<file path="src/rtl/regfile_pkg.sv">
// regfile_pkg: shared widths and types for the register-file write-back arbiter
package regfile_pkg;
    localparam int DATA_W = 32;
    localparam int ADDR_W = 5;
    localparam int REG_N  = 32;

    typedef struct packed {
        logic [ADDR_W-1:0] addr;
        logic [DATA_W-1:0] data;
    } wb_req_t;

    typedef enum logic {REQ_ALU = 1'b0, REQ_LSU = 1'b1} req_id_e;
endpackage

</file>
<file path="src/rtl/regfile_wb_arbiter_rr_arb2.sv">
// rr_arb2: two-way round-robin arbiter, ALU (bit 0) preferred out of reset
module rr_arb2
    import regfile_pkg::*;
(
    input  logic       i_clk,
    input  logic       i_rst_n,
    input  logic [1:0] i_req,
    output logic [1:0] o_gnt
);
    req_id_e r_prio;

    assign o_gnt[0] = i_req[0] & (~i_req[1] | (r_prio == REQ_ALU));
    assign o_gnt[1] = i_req[1] & (~i_req[0] | (r_prio == REQ_LSU));

    // Priority moves to the requester that was not just granted; held when idle
    always_ff @(posedge i_clk or negedge i_rst_n) begin
        if (!i_rst_n)      r_prio <= REQ_ALU;
        else if (o_gnt[0]) r_prio <= REQ_LSU;
        else if (o_gnt[1]) r_prio <= REQ_ALU;
    end
endmodule

</file>
<file path="src/rtl/regfile_wb_arbiter.sv">
// regfile_wb_arbiter: round-robin write-back scheduler with pending-write scoreboard
// Optional macro REGFILE_WBARB_BYPASS_EN adds forwarding of the committing write to the read ports.
module regfile_wb_arbiter
    import regfile_pkg::*;
#(
    parameter int DATA_W = regfile_pkg::DATA_W,
    parameter int ADDR_W = regfile_pkg::ADDR_W,
    parameter int REG_N  = regfile_pkg::REG_N
) (
    input  logic              i_clk,
    input  logic              i_rst_n,
    input  logic              i_alu_valid,
    output logic              o_alu_ready,
    input  logic [ADDR_W-1:0] i_alu_addr,
    input  logic [DATA_W-1:0] i_alu_data,
    input  logic              i_lsu_valid,
    output logic              o_lsu_ready,
    input  logic [ADDR_W-1:0] i_lsu_addr,
    input  logic [DATA_W-1:0] i_lsu_data,
    input  logic              i_alloc_en,
    input  logic [ADDR_W-1:0] i_alloc_addr,
    input  logic              i_flush,
    input  logic [ADDR_W-1:0] i_rs0_addr,
    input  logic [ADDR_W-1:0] i_rs1_addr,
    output logic              o_rs0_busy,
    output logic              o_rs1_busy,
`ifdef REGFILE_WBARB_BYPASS_EN
    output logic              o_rs0_fwd,
    output logic              o_rs1_fwd,
    output logic [DATA_W-1:0] o_fwd_data,
`endif
    output logic              o_wr_en,
    output logic [ADDR_W-1:0] o_wr_addr,
    output logic [DATA_W-1:0] o_wr_data
);
    logic [1:0]        w_req;
    logic [1:0]        w_gnt;
    logic [ADDR_W-1:0] w_addr;
    logic [DATA_W-1:0] w_data;
    logic [REG_N-1:0]  w_pend_nxt;
    logic [REG_N-1:0]  r_pend;
    logic              r_wr_en;
    logic [ADDR_W-1:0] r_wr_addr;
    logic [DATA_W-1:0] r_wr_data;

    assign w_req = {i_lsu_valid, i_alu_valid} & {2{~i_flush}};

    rr_arb2 u_arb (
        .i_clk   (i_clk),
        .i_rst_n (i_rst_n),
        .i_req   (w_req),
        .o_gnt   (w_gnt)
    );

    assign o_alu_ready = w_gnt[0];
    assign o_lsu_ready = w_gnt[1];
    assign w_addr      = w_gnt[1] ? i_lsu_addr : i_alu_addr;
    assign w_data      = w_gnt[1] ? i_lsu_data : i_alu_data;

    // Output stage: register the granted write; x0 writes are accepted but never enabled
    always_ff @(posedge i_clk or negedge i_rst_n) begin
        if (!i_rst_n) begin
            r_wr_en   <= 1'b0;
            r_wr_addr <= '0;
            r_wr_data <= '0;
        end else begin
            r_wr_en <= (|w_gnt) & (w_addr != '0);
            if (|w_gnt) begin
                r_wr_addr <= w_addr;
                r_wr_data <= w_data;
            end
        end
    end

    // Scoreboard next state: commit clears, alloc (non-x0) wins over clear, flush wipes all
    always_comb begin
        w_pend_nxt = r_pend;
        if (r_wr_en) w_pend_nxt[r_wr_addr] = 1'b0;
        if (i_alloc_en && (i_alloc_addr != '0)) w_pend_nxt[i_alloc_addr] = 1'b1;
        if (i_flush) w_pend_nxt = '0;
    end

    // Scoreboard register
    always_ff @(posedge i_clk or negedge i_rst_n) begin
        if (!i_rst_n) r_pend <= '0;
        else          r_pend <= w_pend_nxt;
    end

    assign o_wr_en   = r_wr_en;
    assign o_wr_addr = r_wr_addr;
    assign o_wr_data = r_wr_data;

`ifdef REGFILE_WBARB_BYPASS_EN
    assign o_rs0_fwd  = r_wr_en & (r_wr_addr == i_rs0_addr) & (i_rs0_addr != '0);
    assign o_rs1_fwd  = r_wr_en & (r_wr_addr == i_rs1_addr) & (i_rs1_addr != '0);
    assign o_fwd_data = r_wr_data;
    // A same-cycle re-reservation keeps the register busy even while forwarding
    assign o_rs0_busy = r_pend[i_rs0_addr] & (~o_rs0_fwd | (i_alloc_en & (i_alloc_addr == i_rs0_addr)));
    assign o_rs1_busy = r_pend[i_rs1_addr] & (~o_rs1_fwd | (i_alloc_en & (i_alloc_addr == i_rs1_addr)));
`else
    assign o_rs0_busy = r_pend[i_rs0_addr];
    assign o_rs1_busy = r_pend[i_rs1_addr];
`endif
endmodule

</file>
<file path="config.mk">
export PLATFORM = sky130hd
export DESIGN_NAME = regfile_wb_arbiter
export DESIGN_NICKNAME = d
export VERILOG_FILES = /design/src/rtl/regfile_pkg.sv /design/src/rtl/regfile_wb_arbiter_rr_arb2.sv /design/src/rtl/regfile_wb_arbiter.sv
export SDC_FILE = /design/constraint.sdc
export NUM_CORES = 1
export LEC_CHECK = 0
export CAP_MARGIN = 10
export CORE_ASPECT_RATIO = 0.9
export CORE_MARGIN = 5
export CORE_UTILIZATION = 41
export DETAILED_ROUTE_END_ITERATION = 10
export GPL_ROUTABILITY_DRIVEN = 1
export MAX_ROUTING_LAYER = met4
export PLACE_DENSITY = 0.75
export SYNTH_ARGS = -nofsm -noshare
export SYNTH_HDL_FRONTEND = slang
export SYNTH_HIERARCHICAL = 1
export SYNTH_SLANG_ARGS = --single-unit
</file>
<file path="constraint.sdc">
create_clock -name i_clk -period 1.7 [get_ports i_clk]
set_input_delay 0.34 -clock i_clk [delete_from_list [all_inputs] [get_ports i_clk]]
set_output_delay 0.34 -clock i_clk [all_outputs]
set_load 0.03 [all_outputs]
</file>
==> results of run 1 <==
-- registers in the layout, indices dropped and copies added (netlist names) --
signal and cells:
o_wr_en 1, r_pend 32, o_wr_addr 5, u_arb/r_prio 1, o_wr_data 32
-- kinds of logic (layout without fill, tap and decap cells) --
kind of cell	Yosys count	count (layout)	synth area share
simple gates	134	134	0.1656
compound gates	121	121	0.1650
flops	71	71	0.4505
buf+inv	28	221	0.04346
mux	69	69	0.1754
-- critical path, stage by stage (launching register included) --
cell	delay, ns
dfrtp_1	0.39
buf_6	0.13
mux2i_4	0.16
a22oi_2	0.10
nand4b_1	0.10
a21oi_1	0.04
a311o_2	0.36
buf_6	0.14
-- per-layer routing --
| metal | GRT usage | part of all wire | vias up |
|---|---|---|---|
| met2 | 0.3789 | 0.49 | 169 |
| met1 | 0.2793 | 0.40 | 1885 |
| met3 | 0.07864 | 0.090 | 19 |
| met5 | - | 0 | - |
| li1 | - | - | 1889 |
| met4 | 0.09242 | 0.020 | 0 |
-- layout by cell type, fill, tap and decap left out, types with 2 or more instances in the layout --
cell type,count
clkdlybuf4s50_1,84
nand2_1,83
dfrtp_1,71
o21ai_1,67
mux2i_1,58
buf_4,58
dlygate4sd2_1,44
a21oi_1,36
clkbuf_8,10
mux2i_2,8
nor2_1,7
buf_6,7
nand3_1,6
a22oi_1,6
buf_12,6
nand3b_1,5
nor3b_1,4
nor2b_4,4
nand2b_1,4
and3b_1,3
and2_4,3
and3_1,2
or3b_1,2
a211oi_1,2
nand4b_1,2
a22oi_2,2
a311o_2,2
mux2i_4,2
inv_1,2
clkinv_2,2
buf_2,2
-- metrics by stage --
step / instance area, sq um / worst slack, ns
after floorplan: 4016 / -0.01722
after global placement: 5798 / -1.037
after detailed placement: 5798 / -1.095
after CTS: 6118 / -0.4439
after global routing: 6183 / -0.5066
final: 6183 / -0.4161
-- timing repair --
action / CTS / global route
setup endpoints to repair: 53 / 4
hold buffers: 0 / 0
gates cloned: 2 / 0
resized for setup: 82 / 15
buffers inserted: 10 / 3
hold endpoints to repair: 0 / 0
pin swaps: 3 / 6
-- area by class of cell --
class	instances	area, sq um
tap	126	157.7
timing repair buffer	206	1962
multi-input combinational	324	2128
fill	802	3346
sequential	71	1777
clock inverter	2	10.01
inverter	2	7.507
clock buffer	11	141.4
-- synthesized netlist by cell type --
library cell	instances	area, sq um
o21ai_1	67	335.3
buf_12	1	20.02
buf_6	6	67.56
nor4_4	1	21.27
nand4b_1	2	17.52
o21ai_0	1	5.000
buf_2	4	20.02
nand2_1	83	311.6
nand2b_1	5	31.28
or3_1	1	6.260
and2_1	3	18.77
nand3_1	6	30.03
nor2_1	8	30.03
a311o_1	2	20.02
or4_1	1	7.510
inv_1	2	7.510
nor3b_2	1	12.51
or3b_1	2	17.52
nor2b_1	6	37.54
o21a_1	1	7.510
a21boi_0	1	7.510
nand3b_1	5	37.54
and3b_1	3	26.28
mux2i_1	68	680.7
dfrtp_1	71	1777
a21oi_1	37	185.2
nor3b_1	4	30.03
o22ai_1	1	6.260
a211oi_1	2	15.01
a22o_1	1	8.760
mux2_1	1	11.26
and3_1	2	12.51
nor3_1	1	5.000
clkbuf_1	15	56.30
a22oi_1	8	60.06
-- power groups by stage --
| stage | Sequential, W | Combinational (W) | Clock, W |
|---|---|---|---|
| floorplan | 0.00228 | 0.000505 | 0 |
| global placement | 0.00198 | 0.00158 | 0 |
| detailed placement | 0.00199 | 0.00160 | 0 |
| CTS | 0.00195 | 0.00155 | 0.00117 |
| global route | 0.00198 | 0.00165 | 0.00125 |
| finish | 0.00195 | 0.00155 | 0.00115 |
-- worst max path at each step --
| stage | to | start | slack (ns) |
|---|---|---|---|
| 3_3_place_gp | o_rs0_busy | i_rs0_addr[1] | -1.04 |
| 5_1_grt | o_rs0_busy | r_pend[19] | -0.51 |
| 3_5_place_dp | o_rs0_busy | i_rs0_addr[1] | -1.10 |
| 6_report | o_rs1_busy | r_pend[19] | -0.42 |
| 2_1_floorplan | o_wr_en | i_flush | -0.02 |
| 4_1_cts | o_rs1_busy | r_pend[27] | -0.44 |
==> run_results.csv, run 1 <==
group,metric,value,unit
power_and_ir_drop,p_sw,0.001577,W
timing,setup_ws,-0.4161,ns
detailed_routing,drt_iter0_markers,291,
final_layout,fin_cells,742,
clock_network,path_clk_slew,0.07,ns
clock_network,clockBufferDepth,2,
logic_synthesis,syn-mean-instance-area,9.323,sq um
power_and_ir_drop,intPower,0.003073,W
worst_setup_path,r2r_end,"o_wr_en",
placement,hpwl,9932,microns
power_and_ir_drop,ir_worst_vdd,0.7132,mV
power_and_ir_drop,p_seq_frac,0.420,
clock_network,cts_tree,"built",
logic_synthesis,syn_area,3944,sq um
outcome,run_status,"complete, but fails checks",
floorplanning,dieWidth,113.4,microns
outcome,violations,"setup timing",
logic_synthesis,ys_seq_area_frac,0.4505,
timing,finalSetupViolations,2,
clock_network,cts_buffers,9,
floorplanning,fp-row-count,34,
worst_setup_path,path_class,"flip-flop to output pin",
placement,place_inst,714,
power_and_ir_drop,clock_power_share,0.247,
clock_network,root_buffer,"clkbuf_8",
placement,numPortBuffers,136,
power_and_ir_drop,fin_total_pwr,0.004650,W
final_layout,insertedDiodeCount,0,
logic_synthesis,yosys_warnings,6,
floorplanning,start_util,0.4139,
timing,slew_viol_final,0,
worst_setup_path,timing.rr.start,"u_arb/r_prio",
grt,grt_usage,0.2371,
worst_setup_path,cp-start-kind,"flip-flop",
worst_setup_path,rrSetupSlack,0.10,ns
floorplanning,ios,137,
grt,grt_max_degree,72,
logic_synthesis,synth-seq-cells,71,
final_layout,fin_util,0.6489,
timing,fmax,0.4726,GHz
final_layout,layout-drive-gt1-share,0.1916,
clock_network,insertion_delay,0.35,ns
timing,hold_ws,0.01054,ns
clock_network,clock_sinks,71,
power_and_ir_drop,p_per_area,752.0,nW/um^2
timing,finalWorstPathRequiredPeriod,2.116,ns
logic_synthesis,synthDistinctLibCells,35,
detailed_routing,wirelength,13250,microns
worst_setup_path,r2r_cells,6,
worst_hold_path,worstHoldPathType,"input port to asynchronous set/reset pin",
detailed_routing,vias,3962,
floorplanning,coreArea,9529,sq um
worst_setup_path,worstPathRequired,1.36,ns
detailed_routing,wl_per_cell,17.86,microns
timing,totalNegativeSetupSlack,-0.8283,ns
timing,rsz0062_at_grt,"true",
power_and_ir_drop,p_comb_frac,0.333,
detailed_routing,ant_nets,0,
logic_synthesis,synth_cells,423,
floorplanning,die-area,11680,sq um
timing,worst_pin_slew,0.4888,ns
timing,finalClockSkew,0.01012,ns
detailed_routing,drc,0,
power_and_ir_drop,leakage,2.704,nW
grt,antenna_found_initial,0,
detailed_routing,viasPerCell,5.340,
timing,hold_violations,0,
power_and_ir_drop,p_sw_frac,0.3392,
detailed_routing,dr.pass1.iters,4,
worst_setup_path,cp_max_fo,2,
timing,max-slew-margin-rel,0.6741,
logic_synthesis,synthesis.nets,518,
placement,gp_congestion,0.8897,
grt,grt_pass1_vias,4144,
worst_setup_path,cp-end-kind,"output pin",
grt,grt_first_pass_wirelength,21030,microns
clock_network,htreeDepth,3,
final_layout,fin_nets,709,
worst_setup_path,cp.arrival,1.78,ns
grt,grt-ovfl-total,0,
timing,fin_crit_sh,1.245,
floorplanning,die_h,103.0,microns
final_layout,area_delta_synth_final,56.79,%
run,drv_cap,0,
No activity file was read; power rests on OpenSTA's default activity.
==> run 2, diff against run 1 <==
==> constraint.sdc (replaced) <==
create_clock -name i_clk -period 1.7 [get_ports i_clk]
set_input_delay 0.17 -clock i_clk [delete_from_list [all_inputs] [get_ports i_clk]]
set_output_delay 0.17 -clock i_clk [all_outputs]
set_load 0.03 [all_outputs]
==> run 2 against run 1 <==
The run still ends with setup timing left. Cell count increased by 0.81%. Sequential share of layout area decreased by 0.75 points. Combinational power increased by 6%. Non-clock buffer count increased by 3. Via count increased by 1.7%. Critical path type unchanged.
==> run_results.csv, run 2 (same netlist as run 1, synthesis figures left out) <==
group,metric,value,unit
outcome,run_status,"complete, but fails checks",
outcome,violations,"setup timing",
clock_network,clockBufferDepth,2,
floorplanning,coreArea,9529,sq um
final_layout,insertedDiodeCount,0,
floorplanning,ios,137,
timing,max-slew-margin-rel,0.6547,
worst_hold_path,hp-start,"i_lsu_data[2]",
detailed_routing,drt_iter0_markers,218,
worst_setup_path,timing.rr.start,"u_arb/r_prio",
worst_setup_path,cp-end-kind,"output pin",
final_layout,area_delta_synth_final,61.01,%
timing,hold_violations,0,
worst_hold_path,worstHoldPathType,"input port to flip-flop",
detailed_routing,drc,0,
floorplanning,dieWidth,113.4,microns
detailed_routing,ant_nets,0,
final_layout,layout-drive-gt1-share,0.1785,
worst_setup_path,cp.arrival,1.78,ns
timing,fin_crit_sh,1.146,
clock_network,cts_buffers,9,
worst_setup_path,worstPathRequired,1.53,ns
grt,grt-ovfl-total,0,
grt,grt_first_pass_wirelength,21160,microns
final_layout,final_common_cell,"clkdlybuf4s50_1",
final_layout,fin_util,0.6664,
grt,grt_max_degree,45,
clock_network,clock_sinks,71,
placement,numPortBuffers,136,
detailed_routing,wl_per_cell,17.73,microns
worst_setup_path,r2r_end,"o_wr_en",
worst_hold_path,min_to,"o_wr_data[2]",
worst_setup_path,cp_max_fo,2,
power_and_ir_drop,leakage,2.713,nW
floorplanning,start_util,0.4139,
detailed_routing,dr.pass1.iters,5,
worst_hold_path,min_delay_path_depth,3,
worst_setup_path,cp-start-kind,"flip-flop",
floorplanning,fp-row-count,34,
floorplanning,die-area,11680,sq um
clock_network,cts_tree,"built",
worst_setup_path,path_class,"flip-flop to output pin",
detailed_routing,vias,4029,
run,drv_cap,0,
placement,hpwl,9806,microns
timing,finalWorstPathRequiredPeriod,1.948,ns
power_and_ir_drop,p_per_area,832.4,nW/um^2
timing,slew_viol_final,0,
final_layout,most-common-layout-cells,"124 x clkdlybuf4s50_1, 83 x nand2_1, 71 x dfrtp_1, 67 x o21ai_1",
placement,gp_congestion,0.9184,
final_layout,fin_nets,712,
clock_network,htreeDepth,3,
grt,grt_pass1_vias,4255,
timing,worst_pin_slew,0.5180,ns
floorplanning,die_h,103.0,microns
timing,finalSetupViolations,2,
timing,totalNegativeSetupSlack,-0.4692,ns
detailed_routing,viasPerCell,5.386,
grt,grt_usage,0.2381,
clock_network,insertion_delay,0.35,ns
clock_network,root_buffer,"clkbuf_8",
clock_network,path_clk_slew,0.08,ns
power_and_ir_drop,ir_worst_vdd,0.5446,mV
power_and_ir_drop,fin_total_pwr,0.005286,W
timing,hold_ws,0.3586,ns
final_layout,nFillCells,759,
timing,setup_ws,-0.2477,ns
timing,finalClockSkew,0.009901,ns
worst_setup_path,rrSetupSlack,0.03,ns
grt,antenna_found_initial,0,
detailed_routing,wirelength,13260,microns
worst_setup_path,r2r_cells,6,
timing,rsz0062_at_grt,"true",
timing,fmax,0.5134,GHz
[run 2: worst max-delay path by stage]
stage / start / to / slack (ns)
after global routing: r_pend[26] / o_rs1_busy / -0.34
after detailed placement: i_rs1_addr[1] / o_rs1_busy / -0.76
after floorplan: i_flush / o_wr_data[20] / -0.04
after CTS: r_pend[13] / o_rs0_busy / -0.24
final: r_pend[31] / o_rs0_busy / -0.25
after global placement: i_rs1_addr[1] / o_rs1_busy / -0.67
[run 2: repair_timing]
item,CTS,global route
hold buffers,1,0
pin swaps,11,7
resized for setup,29,16
endpoints found under the setup margin,5,9
setup buffers,12,2
endpoints found under the hold margin,71,0
cloned,2,0
[run 2: stage by stage]
stage	area, sq um	setup WS [ns]	std cells
2_1_floorplan	3950	-0.04264	423
3_3_place_gp	5758	-0.6694	715
3_5_place_dp	5758	-0.7594	715
4_1_cts	6261	-0.2439	746
5_1_grt	6350	-0.3442	748
6_report	6350	-0.2477	748
[run 2: power breakdown]
part	switching [W]	internal (W)
Sequential	0.000119	0.00185
Combinational	0.000857	0.000780
Clock	0.000668	0.00101
[run 2: cell type report]
type | instances | area (sq um) | area share
clock buffers | 10 | 137.6 | 0.02167
clock inverters | 6 | 107.6 | 0.01695
inverters | 2 | 7.507 | 0.001182
multi-input cells | 324 | 2113 | 0.3328
flip-flops and latches | 71 | 1777 | 0.2798
well taps | 126 | 157.7 | 0.02483
repair buffers | 209 | 2049 | 0.3228
[run 2: worst max-delay path, stage by stage (launching register included)]
cell     delay (ns)
dfrtp_1        0.39
buf_4          0.15
mux2i_4        0.18
a22oi_2        0.09
nand3_1        0.08
nand2_1        0.06
a311o_1        0.33
buf_6          0.15
[run 2: layer usage]
layer  vias up  wire, microns  GRT usage
met4         0            225    0.08410
li1       1893              -          -
met5         -              0          -
met1      1909           5267     0.2785
met2       207           6526     0.3994
met3        20           1239    0.06397
==> run 3, diff against run 2 <==
Settings changed: CORE_MARGIN 5 to 2.
==> run 3 against run 2 <==
Via count rose by 0.72%. Sequential power barely moved. Utilization rose by 1.8 points. Cell count fell by 0.94%. The run still ends with setup timing left. Clock power fell by 20%. Setup slack got worse by 0.016 ns. Register-to-register slack improved by 0.06 ns.
==> run_results.csv, run 3 (same netlist as run 1, synthesis figures left out) <==
group,metric,value,unit
outcome,run_status,"complete, but fails checks",
outcome,violations,"setup timing",
detailed_routing,drt_iter0_markers,230,
final_layout,fin_util,0.6843,
timing,rsz0062_at_grt,"true",
final_layout,fin_cells,741,
placement,numPortBuffers,136,
detailed_routing,wirelength,13530,microns
clock_network,cts_tree,"built",
timing,finalSetupViolations,2,
timing,finalClockSkew,0.01175,ns
clock_network,path_clk_slew,0.07,ns
worst_setup_path,worstPathRequired,1.53,ns
final_layout,nFillCells,742,
timing,fmax,0.5093,GHz
final_layout,area_delta_synth_final,60.47,%
clock_network,htreeDepth,3,
timing,slew_viol_final,0,
placement,place_inst,704,
timing,finalWorstPathRequiredPeriod,1.964,ns
timing,hold_ws,0.3485,ns
grt,grt-ovfl-total,0,
clock_network,clock_sinks,71,
floorplanning,fp-row-count,33,
floorplanning,die-area,10420,sq um
detailed_routing,dr.pass1.iters,8,
worst_setup_path,cp-end-kind,"output pin",
worst_setup_path,timing.rr.start,"u_arb/r_prio",
power_and_ir_drop,p_comb_frac,0.332,
power_and_ir_drop,clock_power_share,0.270,
power_and_ir_drop,p_per_area,788.1,nW/um^2
clock_network,root_buffer,"clkbuf_8",
placement,pre_cts_slack,-0.7257,ns
worst_setup_path,cp.arrival,1.79,ns
power_and_ir_drop,p_sw_frac,0.3261,
final_layout,final_common_cell,"clkdlybuf4s50_1",
timing,worst_pin_slew,0.4866,ns
floorplanning,start_util,0.4264,
power_and_ir_drop,intPower,0.003361,W
timing,fin_crit_sh,1.155,
detailed_routing,ant_nets,0,
clock_network,clockBufferDepth,2,
final_layout,most-common-layout-cells,"125 x clkdlybuf4s50_1, 83 x nand2_1, 71 x dfrtp_1, 67 x o21ai_1, 59 x mux2i_1",
power_and_ir_drop,fin_total_pwr,0.004988,W
detailed_routing,wl_per_cell,18.26,microns
final_layout,layout-drive-gt1-share,0.1777,
worst_setup_path,cp_max_fo,2,
grt,grt_max_degree,72,
final_layout,fin_nets,709,
detailed_routing,viasPerCell,5.476,
grt,antenna_found_initial,0,
final_layout,insertedDiodeCount,0,
timing,setup_ws,-0.2636,ns
clock_network,insertion_delay,0.35,ns
grt,grt_pass1_vias,4152,
placement,gp_congestion,0.9222,
power_and_ir_drop,p_seq_frac,0.398,
clock_network,cts_buffers,9,
detailed_routing,vias,4058,
floorplanning,dieWidth,107.4,microns
floorplanning,die_h,97.05,microns
grt,grt_first_pass_wirelength,21020,microns
worst_setup_path,rrSetupSlack,0.09,ns
detailed_routing,drc,0,
worst_setup_path,r2r_end,"o_wr_en",
timing,max-slew-margin-rel,0.6749,
power_and_ir_drop,ir_worst_vdd,0.5340,mV
worst_setup_path,path_class,"flip-flop to output pin",
worst_setup_path,r2r_cells,6,
power_and_ir_drop,leakage,2.679,nW
run,drv_cap,0,
timing,hold_violations,0,
worst_hold_path,worstHoldPathType,"input port to asynchronous set/reset pin",
placement,hpwl,9220,microns
grt,grt_usage,0.2688,
floorplanning,coreArea,9249,sq um
worst_setup_path,cp-start-kind,"flip-flop",
floorplanning,ios,137,
power_and_ir_drop,p_sw,0.001627,W
==> run 3: cell types whose count changed in the layout (fill, tap and decap cells not counted), sizes merged, moves of 2 or more <==
cell	before	now
buf	75	70
bufbuf	2	4
bufinv	3	1
clkbuf	10	12
dlygate4sd2	3	5
dlymetal6s2s	4	1
==> run 3: power groups by stage <==
stage / registers (W) / logic [W] / clock network, W
after floorplan: 0.00228 / 0.000487 / 0
after global placement: 0.00201 / 0.00152 / 0
final: 0.00198 / 0.00166 / 0.00135
after CTS: 0.00198 / 0.00162 / 0.00138
after global routing: 0.00200 / 0.00175 / 0.00145
after detailed placement: 0.00201 / 0.00154 / 0
==> run 3: what timing repair did <==
item	in CTS	in global routing
setup buffers	7	9
endpoints found under the hold margin	71	0
cloned	4	0
pin swaps	9	11
hold buffers	1	0
endpoints found under the setup margin	8	6
gates resized for setup	26	16
==> run 3: worst max path at each step <==
stage | slack [ns] | from | endpoint | cells past startpoint
after global placement | -0.67 | i_rs1_addr[1] | o_rs1_busy | 8
final | -0.26 | r_pend[9] | o_rs0_busy | 7
after global routing | -0.32 | r_pend[25] | o_rs0_busy | 7
after CTS | -0.27 | r_pend[19] | o_rs0_busy | 7
after floorplan | -0.04 | i_flush | o_wr_data[20] | 7
after detailed placement | -0.73 | i_rs1_addr[1] | o_rs1_busy | 8
==> run 3: critical path, stage by stage (launching register included) <==
cell,delay [ns]
dfrtp_1,0.39
buf_4,0.16
mux2i_4,0.16
a22oi_2,0.11
nand3_1,0.10
nand2_1,0.06
a311o_1,0.33
buf_6,0.14
==> run 3: metal layers <==
layer / global-route usage / vias to the layer above / part of all wire
li1: - / 1878 / -
met2: 0.4474 / 204 / 0.50
met3: 0.07615 / 29 / 0.083
met1: 0.3135 / 1947 / 0.39
met5: - / - / 0
met4: 0.08679 / 0 / 0.025
==> run 3: final cells by class <==
cell class | instances | area (sq um) | share of cell area
clock buffers | 12 | 145.1 | 0.02293
clock inverters | 4 | 45.04 | 0.007117
inverters | 2 | 7.507 | 0.001186
multi-input cells | 324 | 2130 | 0.3365
flip-flops and latches | 71 | 1777 | 0.2807
well taps | 122 | 152.6 | 0.02412
repair buffers | 206 | 2072 | 0.3274
==> run 3: through the flow <==
| step | setup TNS, ns | cell area (sq um) |
|---|---|---|
| 2_1_floorplan | -0.4164 | 3950 |
| 3_3_place_gp | -4.737 | 5738 |
| 5_1_grt | -0.6251 | 6329 |
| 6_report | -0.5204 | 6329 |
| 3_5_place_dp | -6.076 | 5738 |
| 4_1_cts | -0.4670 | 6178 |
